**src/rtl/game_pkg.sv**
```systemverilog
// game_pkg: shared encodings for the game referee.
//   - state encoding (ST_IDLE/ST_PLAY/ST_PAUSE/ST_MATCH_OVER)
//   - winner codes (WIN_NONE/WIN_P1/WIN_P2)
//   - score width and saturation value
package game_pkg;

  typedef enum logic [1:0] {
    ST_IDLE       = 2'd0,
    ST_PLAY       = 2'd1,
    ST_PAUSE      = 2'd2,
    ST_MATCH_OVER = 2'd3
  } state_t;

  localparam logic [1:0] WIN_NONE = 2'd0;
  localparam logic [1:0] WIN_P1   = 2'd1;
  localparam logic [1:0] WIN_P2   = 2'd2;

  localparam int                 SCORE_W   = 5;
  localparam logic [SCORE_W-1:0] SCORE_MAX = 5'd31;

endpackage

```
**src/rtl/frame_tick_gen.sv**
```systemverilog
// frame_tick_gen: free-running frame counter, 0..FRAME_DIV-1.
// Ports:
//   clk  - system clock
//   rst  - synchronous active-high reset (count returns to 0)
//   tick - high for the one cycle where count == FRAME_DIV-1
module frame_tick_gen #(
  parameter int FRAME_DIV = 833333
) (
  input  logic clk,
  input  logic rst,
  output logic tick
);

  localparam int CW = $clog2(FRAME_DIV);
  localparam logic [CW-1:0] LAST = CW'(FRAME_DIV - 1);

  logic [CW-1:0] count;

  always_ff @(posedge clk) begin
    if (rst) begin
      count <= '0;
    end else if (count == LAST) begin
      count <= '0;
    end else begin
      count <= count + 1'b1;
    end
  end

  assign tick = (count == LAST);

endmodule

```
**src/rtl/game_referee.sv**
```systemverilog
// game_referee: match-level controller in front of the physics engine.
// Issues one phys_en per frame while playing, accepts the frame result the
// cycle after, keeps both scores, freezes play for PAUSE_FRAMES frames after
// each point and holds the match result until the next start.
//
// Ports:
//   clk, rst            - clock, synchronous active-high reset
//   start               - begin a match (honoured in IDLE / MATCH_OVER only)
//   phys_en             - one-cycle physics update enable
//   phys_valid          - physics result valid
//   phys_game_over      - ball hit the floor this frame
//   phys_winner         - 0 none, 1 P1, 2 P2, 3 reserved
//   freeze              - high whenever not in PLAY
//   p1_score, p2_score  - saturating scores
//   last_scorer         - most recent scorer (0 none)
//   point_pulse         - one cycle per awarded point
//   match_over          - high in MATCH_OVER
//   match_winner        - 0 until decided, then 1 or 2
//   state               - IDLE=0, PLAY=1, PAUSE=2, MATCH_OVER=3
//
// Build option: define GAME_REFEREE_DEUCE_EN for the win-by-two rule
// (scorer >= WIN_SCORE and leading by 2, or any score reaching 31).
// Without it the match ends when the scorer reaches exactly WIN_SCORE.
module game_referee
  import game_pkg::*;
#(
  parameter int FRAME_DIV    = 833333,
  parameter int PAUSE_FRAMES = 60,
  parameter int WIN_SCORE    = 15
) (
  input  logic               clk,
  input  logic               rst,
  input  logic               start,
  output logic               phys_en,
  input  logic               phys_valid,
  input  logic               phys_game_over,
  input  logic [1:0]         phys_winner,
  output logic               freeze,
  output logic [SCORE_W-1:0] p1_score,
  output logic [SCORE_W-1:0] p2_score,
  output logic [1:0]         last_scorer,
  output logic               point_pulse,
  output logic               match_over,
  output logic [1:0]         match_winner,
  output logic [1:0]         state
);

  localparam int                 PW  = $clog2(PAUSE_FRAMES + 1);
  localparam logic [SCORE_W-1:0] WIN = SCORE_W'(WIN_SCORE);

  state_t         st;
  logic           tick;
  logic           outstanding;
  logic [PW-1:0]  pause_cnt;

  logic               accept;
  logic               point_p1;
  logic               point_p2;
  logic [SCORE_W-1:0] p1_inc;
  logic [SCORE_W-1:0] p2_inc;
  logic               ends_now;

  frame_tick_gen #(.FRAME_DIV(FRAME_DIV)) u_tick (
    .clk  (clk),
    .rst  (rst),
    .tick (tick)
  );

  // Match-end test on the scorer's post-increment score.
  function automatic logic match_ends(input logic [SCORE_W-1:0] s,
                                      input logic [SCORE_W-1:0] o);
`ifdef GAME_REFEREE_DEUCE_EN
    return ((s >= WIN) && ({1'b0, s} >= ({1'b0, o} + 6'd2))) || (s == SCORE_MAX);
`else
    return (s == WIN);
`endif
  endfunction

  // phys_en follows the frame tick directly so it lands in the tick cycle.
  assign phys_en  = tick && (st == ST_PLAY);
  assign accept   = phys_valid && outstanding && (st == ST_PLAY);
  assign point_p1 = accept && phys_game_over && (phys_winner == WIN_P1);
  assign point_p2 = accept && phys_game_over && (phys_winner == WIN_P2);
  assign p1_inc   = (p1_score == SCORE_MAX) ? SCORE_MAX : p1_score + 1'b1;
  assign p2_inc   = (p2_score == SCORE_MAX) ? SCORE_MAX : p2_score + 1'b1;
  assign ends_now = point_p1 ? match_ends(p1_inc, p2_score)
                             : match_ends(p2_inc, p1_score);

  assign state      = st;
  assign freeze     = (st != ST_PLAY);
  assign match_over = (st == ST_MATCH_OVER);

  always_ff @(posedge clk) begin
    if (rst) begin
      st           <= ST_IDLE;
      outstanding  <= 1'b0;
      pause_cnt    <= '0;
      p1_score     <= '0;
      p2_score     <= '0;
      last_scorer  <= WIN_NONE;
      match_winner <= WIN_NONE;
      point_pulse  <= 1'b0;
    end else begin
      point_pulse <= 1'b0;
      case (st)
        ST_IDLE, ST_MATCH_OVER: begin
          outstanding <= 1'b0;
          if (start) begin
            p1_score     <= '0;
            p2_score     <= '0;
            last_scorer  <= WIN_NONE;
            match_winner <= WIN_NONE;
            st           <= ST_PLAY;
          end
        end
        ST_PLAY: begin
          if (phys_en) begin
            outstanding <= 1'b1;
          end else if (accept) begin
            outstanding <= 1'b0;
          end
          if (point_p1 || point_p2) begin
            point_pulse <= 1'b1;
            outstanding <= 1'b0;
            if (point_p1) begin
              p1_score    <= p1_inc;
              last_scorer <= WIN_P1;
            end else begin
              p2_score    <= p2_inc;
              last_scorer <= WIN_P2;
            end
            if (ends_now) begin
              st           <= ST_MATCH_OVER;
              match_winner <= point_p1 ? WIN_P1 : WIN_P2;
            end else begin
              st        <= ST_PAUSE;
              pause_cnt <= PW'(PAUSE_FRAMES);
            end
          end
        end
        ST_PAUSE: begin
          outstanding <= 1'b0;
          if (tick) begin
            if (pause_cnt <= PW'(1)) begin
              pause_cnt <= '0;
              st        <= ST_PLAY;
            end else begin
              pause_cnt <= pause_cnt - 1'b1;
            end
          end
        end
        default: st <= ST_IDLE;
      endcase
    end
  end

endmodule

```
**config.mk**
```make
export PLATFORM = sky130hd
export DESIGN_NAME = game_referee
export DESIGN_NICKNAME = d
export VERILOG_FILES = /design/src/rtl/game_pkg.sv /design/src/rtl/frame_tick_gen.sv /design/src/rtl/game_referee.sv
export SDC_FILE = /design/constraint.sdc
export NUM_CORES = 1
export LEC_CHECK = 0
export ABC_AREA = 1
export ABC_CLOCK_PERIOD_IN_PS = 2300
export BUFFER_PORTS_ARGS = -buffer_cell sky130_fd_sc_hd__buf_2
export CAP_MARGIN = 40
export CORE_MARGIN = 4
export CORE_UTILIZATION = 40
export DETAILED_ROUTE_END_ITERATION = 16
export PLACE_DENSITY_LB_ADDON = 0.05
export SETUP_SLACK_MARGIN = 0.5
export SLEW_MARGIN = 10
export SYNTH_ARGS = -nofsm -noshare
export SYNTH_HDL_FRONTEND = slang
export SYNTH_HIERARCHICAL = 1
export SYNTH_SLANG_ARGS = --single-unit
```
**constraint.sdc**
```tcl
create_clock -name clk -period 2.3 [get_ports clk]
set_input_delay 0.46 -clock clk [delete_from_list [all_inputs] [get_ports clk]]
set_output_delay 0.46 -clock clk [all_outputs]
set_load 0.01 [all_outputs]
```
==> impl_metrics.py <==
metrics = {
    "setup_path": {
        "cp_slowest_cell": "dfxtp_4",
        "startpoint": "u_tick/count[8]",
        "crit_top_cell": "nand2_4",
        "crit_fanout": 2,
        "reg2reg_from": "u_tick/count[8]",
        "path_class": "register to output pin",
        "required_ps": 1840,
        "cp.arrival_ps": 1570,
        "rrSetupSlack_ps": 340,
        "endpoint": "phys_en",
        "crit_chain": "nand2_4 -> nor3_4 -> nand2_2 -> nor4_4 -> buf_4 -> nand2_4 -> inv_2 -> buf_6",
        "end_kind": "output pin",
        "reg2reg_to": "pause_cnt[0]",
        "crit_path_start_kind": "register",
        "r2r_cells": 13,
        "slowest_delay_ps": 370,
    },
    "die": {
        "die_y_um": 89.3,
        "std_cell_rows": 29,
        "pin_count": 27,
        "start_util_pct": 41.4,
        "die_area_mm2": 0.00797,
        "die_w_um": 89.3,
        "coreArea_mm2": 0.00639,
    },
    "synthesis": {
        "yosysSeqAreaShare_pct": 33.3,
        "synthFlopType": "dfxtp_1",
        "synth_top_cell_by_area": "dfxtp_1",
        "yosysUniqueCellTypes": 34,
        "synth_area_leaders": "dfxtp_1 33%, nand2_1 12%, inv_1 6.7%",
        "synthCells": 380,
        "netlist.area_leader.share_pct": 33.3,
        "ys_top_cells_by_count": "82 x nand2_1, 47 x inv_1, 44 x dfxtp_1",
        "avgSynthCellArea_um2": 6.95,
        "ys_warn_count": 6,
        "ys_seq_elements": 44,
        "syn-cell-area_mm2": 0.00264,
        "synth-edff-count": 0,
        "yosysMostFrequentCell": "nand2_1",
        "syn_nets": 397,
        "async_flop_share_pct": 0,
    },
    "power": {
        "p_seq_share_pct": 33.7,
        "switching_share_pct": 42.8,
        "ir_worst_vdd_uv": 754,
        "finalPower_mw": 2.82,
        "comb_power_share_pct": 48.3,
        "powerDensity_mw_per_mm2": 856,
        "clkPwrFrac_pct": 18.0,
        "leakage_nw": 1.36,
        "internal_power_mw": 1.61,
        "netSwitchingPower_mw": 1.21,
    },
    "sta": {
        "setup_ws_ps": 269,
        "slew_violations": 0,
        "grt_setup_unrepaired": "yes",
        "max_freq_mhz": 492,
        "min_period_over_period_pct": 88.3,
        "hold_viol_final": 0,
        "whs_ps": 451,
        "setup_viol_count_final": 0,
        "tightest_slew_ps": 457,
        "skew_ps": 10.8,
        "tns_ps": 0,
        "layout_min_cycle_time_ps": 2030,
        "slew_headroom_pct": 69.5,
    },
    "drt": {
        "vias": 2540,
        "drt_first_pass_iters": 4,
        "drc_errors": 0,
        "wire_per_inst_um": 12.4,
        "drt_iter0_drc": 110,
        "via_per_inst": 4.98,
        "ant_nets": 0,
        "wl_um": 6330,
    },
    "grt": {
        "use_met3_pct": 4.33,
        "grt_pass1_wl_um": 10400,
        "use_met1_pct": 21.9,
        "antenna_found_initial": 0,
        "track_usage_pct": 16.6,
        "grt_remaining_overflow": 0,
        "first_global_vias": 2348,
        "grt_max_degree": 20,
        "use_met2_pct": 26.7,
        "busiest_layer": "met2",
    },
    "final_layout": {
        "n_fill_cell": 648,
        "drive_above_1_share_pct": 33.9,
        "syn_to_final_growth_pct": 24.7,
        "nNetsFinal": 449,
        "diodes": 0,
        "design_area_mm2": 0.00330,
        "final_util_pct": 51.6,
        "fin_cells": 510,
    },
    "job": {
        "max_cap_violations": 0,
    },
    "placed_design": {
        "dpl-instance-area_mm2": 0.00283,
        "gp_congestion": 0.787,
        "dp.cells": 480,
        "place_hpwl_um": 4390,
        "io_buffers": 26,
        "place_ws_ps": 255,
    },
    "clock_network": {
        "clkSinkCount": 44,
        "clock-root-buffer": "clkbuf_8",
        "cts_tree": "done",
        "clk_pin_slew_ps": 80,
        "insertion_delay_ps": 300,
        "numCtsBuffers": 5,
        "cts_max_level": 2,
        "cts.path.max_buffers": 2,
    },
    "status": {
        "outcome": "finished, final reports clean",
    },
    "hold_path": {
        "worstHoldPathType": "register to register",
    },
}
[how the worst min path moves through the flow]
stage | startpoint | end | depth (start not counted)
2_1_floorplan | u_tick/count[0] | u_tick/count[0] | 1
3_3_place_gp | match_winner[1] | match_winner[1] | 2
3_5_place_dp | match_winner[1] | match_winner[1] | 2
4_1_cts | match_winner[1] | match_winner[1] | 2
5_1_grt | u_tick/count[0] | u_tick/count[0] | 1
6_report | u_tick/count[0] | u_tick/count[0] | 1
[timing repair]
action	CTS	global route
cloned	2	0
hold buffers	0	0
gates resized for setup	35	38
setup buffers	13	7
endpoints found under the setup margin	23	23
pin swaps	11	18
[power groups by stage]
stage | Sequential (mW) | Clock (mW) | Combinational (mW)
final | 0.951 | 0.509 | 1.36
after global routing | 0.971 | 0.568 | 1.51
after CTS | 0.940 | 0.536 | 1.23
after detailed placement | 0.956 | 0 | 1.04
after global placement | 0.955 | 0 | 1.04
after floorplan | 0.955 | 0 | 0.838
[cells in the final DEF, fill, tap and decap left out, types with 2 or more instances in the layout]
master,count
a21oi_1,26
a21oi_2,4
a31oi_1,2
buf_2,25
buf_4,22
buf_6,3
clkbuf_1,2
clkbuf_8,6
dfxtp_1,30
dfxtp_2,8
dfxtp_4,6
ha_1,7
ha_2,2
inv_1,41
inv_2,6
inv_4,4
nand2_1,76
nand2_2,10
nand2_4,6
nand3_1,24
nand3_2,11
nand4_1,10
nor2_1,38
nor2_2,19
nor2_4,6
nor3_4,3
o21ai_0,12
o21ai_1,4
xnor2_1,6
xor2_1,2
[registers in the layout, indices dropped and copies added (netlist names)]
register	count
pause_cnt	6
match_winner	2
point_pulse	1
state	2
p2_score	5
outstanding	1
last_scorer	2
u_tick/count	20
p1_score	5
[kinds of logic after synthesis]
group / synth area share, %
compound gates: 10.3
xor+xnor: 2.65
fa+ha+maj: 4.73
buf+inv: 9.56
flops: 33.3
simple gates: 39.4
[per-layer routing]
metal	share of wire, %	vias up	routed length [um]
met5	0	-	0
met3	4.9	8	308
met2	47	52	2980
met4	1.2	0	77
met1	47	1148	2970
li1	-	1332	-
[final cells by class]
| type | instances | area [um^2] | share of cell area, % |
|---|---|---|---|
| clock buffer | 8 | 90.1 | 2.73 |
| inverter | 51 | 201 | 6.11 |
| multi-input combinational | 280 | 1670 | 50.7 |
| sequential | 44 | 913 | 27.7 |
| tap | 77 | 96.3 | 2.92 |
| timing repair buffer | 50 | 324 | 9.83 |
[worst max-delay path, delay by kind of cell (launching register included)]
family / cells / cell delay, ps
DFF: 1 / 370
buffers and inverters: 3 / 300
and+or+nand+nor: 5 / 600
(Power assumes the default switching activity.)
